## src/rtl/lap_timer_core.sv

```systemverilog
// lap_timer_core: stopwatch / count-down timer running on the 100 Hz tick clock.
// Time is held as minutes / seconds / hundredths. Buttons are raw active-low
// inputs, synchronised and reduced to single-cycle press pulses.
// Optional feature macro: LAP_MEMORY_EN builds the lap-capture FIFO; without it
// the lap_* outputs are tied to zero and lap only acts as the seconds-adjust key.
// Output fsm_state exposes the controller state for observation.
// lap_valid semantics: high while lap_* holds an entry popped from the FIFO;
// it drops (with lap_* zeroed) when a pop finds the FIFO empty.

module lap_timer_core #(
    parameter int MAX_MINS     = 99,
    parameter int MINS_W       = 7,
    parameter int LAP_DEPTH    = 8,
    parameter int REPEAT_DELAY = 50,
    parameter int REPEAT_RATE  = 10
) (
    input  logic                           CLK_100Hz,
    input  logic                           reset_n,
    input  logic                           start_stop,
    input  logic                           lap,
    input  logic                           adjust,
    input  logic                           mode,
    output logic [MINS_W-1:0]              stopwatch_unit_mins,
    output logic [5:0]                     stopwatch_unit_secs,
    output logic [6:0]                     stopwatch_unit_decs,
    output logic                           stopwatch_overflow,
    output logic                           timer_expired,
    output logic [MINS_W-1:0]              lap_mins,
    output logic [5:0]                     lap_secs,
    output logic [6:0]                     lap_decs,
    output logic                           lap_valid,
    output logic [$clog2(LAP_DEPTH+1)-1:0] lap_count,
    output logic                           lap_lost,
    output logic [2:0]                     fsm_state
);

    typedef enum logic [2:0] {
        S_IDLE   = 3'd0,
        S_RUN    = 3'd1,
        S_PAUSE  = 3'd2,
        S_ADJUST = 3'd3,
        S_DONE   = 3'd4
    } state_t;

    localparam logic [MINS_W-1:0] MAX_M   = MINS_W'(MAX_MINS);
    localparam logic [5:0]        SEC_MAX = 6'd59;
    localparam logic [6:0]        DEC_MAX = 7'd99;
    localparam int RMAX = (REPEAT_DELAY > REPEAT_RATE) ? REPEAT_DELAY : REPEAT_RATE;
    localparam int RW   = $clog2(RMAX + 1);
    localparam logic [RW-1:0] DELAY_LAST = RW'(REPEAT_DELAY - 1);
    localparam logic [RW-1:0] RATE_LAST  = RW'(REPEAT_RATE - 1);

    state_t state_q, state_d;

    // Button pipelines: [0] first sync flop, [1] second sync flop, [2] previous value.
    logic [2:0] ss_sync, lap_sync;
    // Index 0 = start_stop, index 1 = lap.
    logic [1:0] btn_press, btn_held, step;

    logic [RW-1:0] rep_cnt [2];
    logic [1:0]    rep_phase;
    logic [1:0]    rep_armed;

    logic              mode_q;
    logic              time_zero, go_adjust, start_ok, count_done;
    logic [MINS_W-1:0] up_mins, dn_mins;
    logic [5:0]        up_secs, dn_secs;
    logic [6:0]        up_decs, dn_decs;
    logic              at_max, dn_zero;

    assign fsm_state = state_q;

    // Two-flop synchronisers plus one history flop for falling-edge detection.
    always_ff @(posedge CLK_100Hz) begin
        if (!reset_n) begin
            ss_sync  <= 3'b111;
            lap_sync <= 3'b111;
        end else begin
            ss_sync  <= {ss_sync[1:0], start_stop};
            lap_sync <= {lap_sync[1:0], lap};
        end
    end

    assign btn_press[0] = ss_sync[2] & ~ss_sync[1];
    assign btn_press[1] = lap_sync[2] & ~lap_sync[1];
    assign btn_held[0]  = ~ss_sync[1];
    assign btn_held[1]  = ~lap_sync[1];

    assign time_zero = (stopwatch_unit_mins == '0) && (stopwatch_unit_secs == '0) &&
                       (stopwatch_unit_decs == '0);
    assign go_adjust = adjust && (state_q != S_ADJUST);
    // A count-down start from 00:00.00 would expire instantly, so it is refused.
    assign start_ok  = !(mode && time_zero);

    // Count-up successor with decimal carries; at_max flags the saturation point.
    always_comb begin
        up_mins = stopwatch_unit_mins;
        up_secs = stopwatch_unit_secs;
        up_decs = stopwatch_unit_decs;
        at_max  = 1'b0;
        if (stopwatch_unit_mins == MAX_M && stopwatch_unit_secs == SEC_MAX &&
            stopwatch_unit_decs == DEC_MAX) begin
            at_max = 1'b1;
        end else if (stopwatch_unit_decs == DEC_MAX) begin
            up_decs = '0;
            if (stopwatch_unit_secs == SEC_MAX) begin
                up_secs = '0;
                up_mins = stopwatch_unit_mins + MINS_W'(1);
            end else begin
                up_secs = stopwatch_unit_secs + 6'd1;
            end
        end else begin
            up_decs = stopwatch_unit_decs + 7'd1;
        end
    end

    // Count-down successor with borrows; holds at zero rather than underflowing.
    always_comb begin
        dn_mins = stopwatch_unit_mins;
        dn_secs = stopwatch_unit_secs;
        dn_decs = stopwatch_unit_decs;
        if (!time_zero) begin
            if (stopwatch_unit_decs != '0) begin
                dn_decs = stopwatch_unit_decs - 7'd1;
            end else begin
                dn_decs = DEC_MAX;
                if (stopwatch_unit_secs != '0) begin
                    dn_secs = stopwatch_unit_secs - 6'd1;
                end else begin
                    dn_secs = SEC_MAX;
                    dn_mins = stopwatch_unit_mins - MINS_W'(1);
                end
            end
        end
    end

    assign dn_zero    = (dn_mins == '0) && (dn_secs == '0) && (dn_decs == '0);
    assign count_done = mode_q ? dn_zero : at_max;

    // Controller state register.
    always_ff @(posedge CLK_100Hz) begin
        if (!reset_n) begin
            state_q <= S_IDLE;
        end else begin
            state_q <= state_d;
        end
    end

    // Next-state logic; the adjust switch overrides every other transition.
    always_comb begin
        state_d = state_q;
        case (state_q)
            S_IDLE, S_PAUSE: begin
                if (btn_press[0] && start_ok) state_d = S_RUN;
            end
            S_RUN: begin
                if (count_done)        state_d = S_DONE;
                else if (btn_press[0]) state_d = S_PAUSE;
            end
            S_ADJUST: begin
                if (!adjust) state_d = S_PAUSE;
            end
            S_DONE: begin
                state_d = S_DONE;
            end
            default: state_d = S_IDLE;
        endcase
        if (go_adjust) state_d = S_ADJUST;
    end

    // Adjust steps: one on the press edge, one after REPEAT_DELAY held cycles,
    // then one every REPEAT_RATE cycles while the button stays down.
    always_comb begin
        step = '0;
        for (int b = 0; b < 2; b++) begin
            if (state_q == S_ADJUST) begin
                if (btn_press[b]) begin
                    step[b] = 1'b1;
                end else if (rep_armed[b] && btn_held[b]) begin
                    if (!rep_phase[b] && rep_cnt[b] == DELAY_LAST) step[b] = 1'b1;
                    if (rep_phase[b] && rep_cnt[b] == RATE_LAST)   step[b] = 1'b1;
                end
            end
        end
    end

    // Per-button repeat timers; armed only by an edge seen in ADJUST.
    always_ff @(posedge CLK_100Hz) begin
        if (!reset_n) begin
            for (int b = 0; b < 2; b++) rep_cnt[b] <= '0;
            rep_phase <= '0;
            rep_armed <= '0;
        end else begin
            for (int b = 0; b < 2; b++) begin
                if (state_q != S_ADJUST || !btn_held[b]) begin
                    rep_cnt[b]   <= '0;
                    rep_phase[b] <= 1'b0;
                    rep_armed[b] <= 1'b0;
                end else if (btn_press[b]) begin
                    rep_cnt[b]   <= '0;
                    rep_phase[b] <= 1'b0;
                    rep_armed[b] <= 1'b1;
                end else if (rep_armed[b]) begin
                    if (step[b]) begin
                        rep_cnt[b]   <= '0;
                        rep_phase[b] <= 1'b1;
                    end else begin
                        rep_cnt[b] <= rep_cnt[b] + RW'(1);
                    end
                end
            end
        end
    end

    // Time value, direction latch and sticky status flags.
    always_ff @(posedge CLK_100Hz) begin
        if (!reset_n) begin
            stopwatch_unit_mins <= '0;
            stopwatch_unit_secs <= '0;
            stopwatch_unit_decs <= '0;
            stopwatch_overflow  <= 1'b0;
            timer_expired       <= 1'b0;
            mode_q              <= 1'b0;
        end else begin
            // Direction only follows the switch while stopped.
            if (state_q == S_IDLE || state_q == S_PAUSE) mode_q <= mode;
            if (go_adjust) begin
                stopwatch_unit_decs <= '0;
                stopwatch_overflow  <= 1'b0;
                timer_expired       <= 1'b0;
            end else begin
                case (state_q)
                    S_RUN: begin
                        if (mode_q) begin
                            stopwatch_unit_mins <= dn_mins;
                            stopwatch_unit_secs <= dn_secs;
                            stopwatch_unit_decs <= dn_decs;
                            if (dn_zero) timer_expired <= 1'b1;
                        end else if (at_max) begin
                            stopwatch_overflow <= 1'b1;
                        end else begin
                            stopwatch_unit_mins <= up_mins;
                            stopwatch_unit_secs <= up_secs;
                            stopwatch_unit_decs <= up_decs;
                        end
                    end
                    S_ADJUST: begin
                        if (step[0]) begin
                            stopwatch_unit_mins <= (stopwatch_unit_mins == MAX_M) ?
                                                   '0 : stopwatch_unit_mins + MINS_W'(1);
                        end
                        if (step[1]) begin
                            stopwatch_unit_secs <= (stopwatch_unit_secs == SEC_MAX) ?
                                                   '0 : stopwatch_unit_secs + 6'd1;
                        end
                    end
                    default: ;
                endcase
            end
        end
    end

`ifdef LAP_MEMORY_EN
    localparam int PW = (LAP_DEPTH > 1) ? $clog2(LAP_DEPTH) : 1;
    localparam int CW = $clog2(LAP_DEPTH + 1);
    localparam int EW = MINS_W + 13;

    logic [EW-1:0] lap_mem [LAP_DEPTH];
    logic [PW-1:0] wr_ptr, rd_ptr;
    logic          lap_push, lap_pop, fifo_full;
    logic [EW-1:0] rd_entry;

    assign lap_push  = (state_q == S_RUN) && btn_press[1] && !go_adjust;
    assign lap_pop   = (state_q == S_IDLE || state_q == S_PAUSE) && btn_press[1] && !go_adjust;
    assign fifo_full = (lap_count == CW'(LAP_DEPTH));
    assign rd_entry  = lap_mem[rd_ptr];

    // Lap storage; a push always lands at the write pointer, even when full.
    always_ff @(posedge CLK_100Hz) begin
        if (reset_n && lap_push) begin
            lap_mem[wr_ptr] <= {stopwatch_unit_mins, stopwatch_unit_secs, stopwatch_unit_decs};
        end
    end

    // FIFO pointers, occupancy and the popped-lap output registers.
    always_ff @(posedge CLK_100Hz) begin
        if (!reset_n) begin
            wr_ptr    <= '0;
            rd_ptr    <= '0;
            lap_count <= '0;
            lap_lost  <= 1'b0;
            lap_mins  <= '0;
            lap_secs  <= '0;
            lap_decs  <= '0;
            lap_valid <= 1'b0;
        end else if (lap_push) begin
            wr_ptr <= wr_ptr + PW'(1);
            if (fifo_full) begin
                // Drop the oldest entry so the newest lap is always kept.
                rd_ptr   <= rd_ptr + PW'(1);
                lap_lost <= 1'b1;
            end else begin
                lap_count <= lap_count + CW'(1);
            end
        end else if (lap_pop) begin
            if (lap_count != '0) begin
                {lap_mins, lap_secs, lap_decs} <= rd_entry;
                lap_valid <= 1'b1;
                rd_ptr    <= rd_ptr + PW'(1);
                lap_count <= lap_count - CW'(1);
            end else begin
                lap_mins  <= '0;
                lap_secs  <= '0;
                lap_decs  <= '0;
                lap_valid <= 1'b0;
            end
        end
    end
`else
    assign lap_mins  = '0;
    assign lap_secs  = '0;
    assign lap_decs  = '0;
    assign lap_valid = 1'b0;
    assign lap_count = '0;
    assign lap_lost  = 1'b0;
`endif

endmodule

```

## config.mk

```make
export PLATFORM = sky130hd
export DESIGN_NAME = lap_timer_core
export DESIGN_NICKNAME = d
export VERILOG_FILES = /design/src/rtl/lap_timer_core.sv
export SDC_FILE = /design/constraint.sdc
export NUM_CORES = 1
export LEC_CHECK = 0
export CORE_ASPECT_RATIO = 1.2
export CORE_MARGIN = 10
export CORE_UTILIZATION = 58
export DETAILED_ROUTE_END_ITERATION = 7
export GPL_TIMING_DRIVEN = 0
export PLACE_DENSITY = 0.9
export REMOVE_ABC_BUFFERS = 1
export SETUP_SLACK_MARGIN = 0.5
export SLEW_MARGIN = 20
export SYNTH_ARGS = -nofsm -noshare
export SYNTH_HDL_FRONTEND = slang
export SYNTH_SLANG_ARGS = --single-unit
```

## constraint.sdc

```tcl
create_clock -name CLK_100Hz -period 5.4 [get_ports CLK_100Hz]
set_clock_uncertainty 0.2 [all_clocks]
set_input_delay 1.62 -clock CLK_100Hz [delete_from_list [all_inputs] [get_ports CLK_100Hz]]
set_output_delay 1.62 -clock CLK_100Hz [all_outputs]
set_load 0.02 [all_outputs]
```

==> impl_metrics.env <==
export IMPL_synth_flop_cell="dfxtp_1"
export IMPL_p_per_area_mw_per_mm2=218
export IMPL_coreArea_mm2=0.00571
export IMPL_drtAntennaViolNets=0
export IMPL_worstHoldStart="lap_sync[0]"
export IMPL_drt_initial_drc_count=302
export IMPL_clkTransAtPathRegs_ns=0.09
export IMPL_synthMuxAreaShare=0.0116
export IMPL_final_util=0.661
export IMPL_tightestPinTransition_ns=1.03
export IMPL_synth_edf_count=12
export IMPL_max_freq_ghz=0.273
export IMPL_slew_headroom=0.316
export IMPL_outcome="finished clean"
export IMPL_die_w_um=90.3
export IMPL_yosysWarningCount=0
export IMPL_holdBufCountCts=0
export IMPL_place_hpwl_mm=6.25
export IMPL_hp_class="reg -> reg"
export IMPL_synth_compound_area_frac=0.208
export IMPL_synth_avg_cell_area_um2=7.89
export IMPL_clockBufferDepth=2
export IMPL_leakage_nw=1.39
export IMPL_crit_type="reg -> reg"
export IMPL_drc=0
export IMPL_combPwrFrac=0.199
export IMPL_place_congestion=0.927
export IMPL_postCtsSetupRepairBufs=0
export IMPL_cp_end_kind="flop"
export IMPL_detail_route_first_pass_iterations=7
export IMPL_die_y_um=104
export IMPL_drv_cap=0
export IMPL_clockPowerShare=0.335
export IMPL_synthAdderAreaFrac=0.0436
export IMPL_synth_top_area_frac=0.209
export IMPL_synth_top_family_by_area="simple AND/OR/NAND/NOR gates"
export IMPL_synth_top_area_cell="dfxtp_1"
export IMPL_critPathRequiredTime_ns=5.38
export IMPL_fillCellCount=483
export IMPL_yosysMostFrequentCell="nor2_1"
export IMPL_cts_root_buf="clkbuf_8"
export IMPL_postCtsResizedCells=0
export IMPL_dr_total_vias=3273
export IMPL_num_rows=30
export IMPL_synth_xor_xnor_area_share=0.0356
export IMPL_avgRoutedWirePerCell_um=15.9
export IMPL_maxSlewViolCount=0
export IMPL_ioPinCount=57
export IMPL_areaGrowthSynthToFinish_pct=9.56
export IMPL_multiInputGateArea_mm2=0.00210
export IMPL_path_max_fanout=14
export IMPL_hold_viol=0
export IMPL_yosys_area_share_simple=0.283
export IMPL_grt_overflow=0
export IMPL_synth_commonest_cells="nor2_1 (54), dfxtp_1 (36), nand2_1 (32)"
export IMPL_via_per_inst=6.14
export IMPL_die_area_mm2=0.00943
export IMPL_worstSkewPairLatency_ns=0.31
export IMPL_min_path_cells=1
export IMPL_p_seq_frac=0.466
export IMPL_cts_buffers_inserted=5
export IMPL_htreeDepth=2
export IMPL_totalWireLength_mm=8.48
export IMPL_r2r_cells=7
export IMPL_min_to="lap_sync[1]"
export IMPL_netlist_cell_type_count=64
export IMPL_grtUsageTotal=0.171
export IMPL_initial_core_util=0.603
export IMPL_grt_antenna_before_repair=0
export IMPL_p_int_w=0.000580
export IMPL_syn_inst=436
export IMPL_syn_cell_area_mm2=0.00344
export IMPL_yosysSeqAreaShare=0.314
export IMPL_min_period_ns=3.67
export IMPL_grt_max_degree=16
export IMPL_ir_worst_vdd_v=0.000144
export IMPL_port_buffers=30
export IMPL_switching_power_w=0.000242
export IMPL_tritoncts="done"
export IMPL_setup_violations=0
export IMPL_crit_reg2reg_launch="stopwatch_unit_decs[2]"
export IMPL_regToRegEndpoint="fsm_state[1]"
export IMPL_worstPathArrival_ns=3.64
export IMPL_switching_share=0.294
export IMPL_antenna_cells=0
export IMPL_cts_sink_count=48
export IMPL_tns_ns=0
export IMPL_first_global_vias=3000
export IMPL_reg2reg_slack_ns=1.73
export IMPL_async_flop_share=0
export IMPL_drive_above_1_share=0.0442
export IMPL_rsz0062_at_grt="false"
export IMPL_synth_area_top_cells="dfxtp_1 (21%), edfxtp_1 (10%), nor2_1 (5.9%)"
export IMPL_startpoint_type="flop"
export IMPL_fin_crit_sh=0.679
export IMPL_grt_pass1_wl_mm=13.9
export IMPL_synth_seq_cells=48
export IMPL_fin_nets=470
export IMPL_layout_area_seq_mm2=0.00108
cells in the final DEF (no fill, tap or decap), types with 3 or more instances in the layout:
cell / n
a211oi_1: 5
a21oi_1: 29
a22oi_1: 3
a31oi_1: 10
a41oi_1: 4
and3_1: 6
clkbuf_8: 6
clkdlybuf4s50_1: 30
conb_1: 26
dfxtp_1: 36
edfxtp_1: 12
ha_1: 12
inv_1: 17
mux2i_1: 4
nand2_1: 32
nand2b_1: 11
nand3_1: 24
nand4_1: 4
nor2_1: 54
nor2b_1: 4
nor3_1: 14
o211ai_1: 3
o21a_1: 5
o21ai_0: 21
o22ai_1: 3
o31ai_1: 9
or3_1: 8
or4_1: 3
xnor2_1: 7
xor2_1: 7
state kept, by name, summed over array words and instances (netlist names):
name	cells
ss_sync	3
timer_expired	1
stopwatch_unit_decs	7
stopwatch_unit_secs	6
fsm_state	3
lap_sync	3
rep_armed	2
rep_cnt	12
stopwatch_overflow	1
rep_phase	2
stopwatch_unit_mins	7
mode_q	1
stage by stage:
| step | area, um^2 | worst slack (ns) | hold slack [ns] | total power, W | std cells |
|---|---|---|---|---|---|
| after floorplan | 3250 | 2.17 | 0.186 | 0.000510 | 415 |
| after global placement | 3650 | 1.59 | 0.199 | 0.000545 | 525 |
| after detailed placement | 3650 | 1.57 | 0.194 | 0.000550 | 525 |
| after CTS | 3770 | 1.76 | 0.222 | 0.000821 | 533 |
| after global routing | 3770 | 1.57 | 0.246 | 0.000858 | 533 |
| final | 3770 | 1.73 | 0.224 | 0.000822 | 533 |
critical path, cell delays in order, from the launching register on:
cell     delay (ns)
dfxtp_1        0.47
or4_4          0.62
nor2_1         0.67
o21ai_1        0.25
or3_1          0.38
or4b_4         0.54
nor4_4         0.30
o31ai_1        0.12
worst max-delay path by stage:
stage	start	to	cells past startpoint
after global placement	reset_n	rep_cnt[0][5]	5
after detailed placement	reset_n	rep_cnt[0][4]	5
final	stopwatch_unit_decs[2]	fsm_state[1]	7
after floorplan	stopwatch_unit_decs[2]	fsm_state[1]	7
after global routing	stopwatch_unit_decs[2]	fsm_state[1]	7
after CTS	stopwatch_unit_decs[2]	fsm_state[1]	7
cells by family after synthesis:
logic type               after synthesis
AND/OR/NAND/NOR                      183
other                                  1
adder cells (fa/ha/maj)               12
AO/OA/AOI/OAI                        110
XOR/XNOR                              14
multiplexers                           4
flip-flops                            48
buffers and inverters                 64
power groups by stage:
stage	combinational, W	sequential, W	clock, W
2_1_floorplan	0.000117	0.000392	0
3_3_place_gp	0.000155	0.000391	0
3_5_place_dp	0.000159	0.000391	0
4_1_cts	0.000160	0.000383	0.000279
5_1_grt	0.000177	0.000384	0.000297
6_report	0.000163	0.000383	0.000275
per-layer routing:
layer  vias to the layer above  wire length (um)  track usage
li1                       1557                 -            -
met1                      1543              3280        0.186
met2                       147              4360        0.304
met3                        26               622       0.0440
met4                         0               222       0.0695
met5                         -                 0            0
area by class of cell:
class,count,share of cell area
Clock buffer,6,0.0219
Clock inverter,2,0.0103
Inverter,18,0.0179
Multi-Input combinational cell,349,0.557
Sequential cell,48,0.287
Tap cell,80,0.0266
Timing Repair Buffer,30,0.0797
Note: power is estimated with default switching activity, not from simulation.
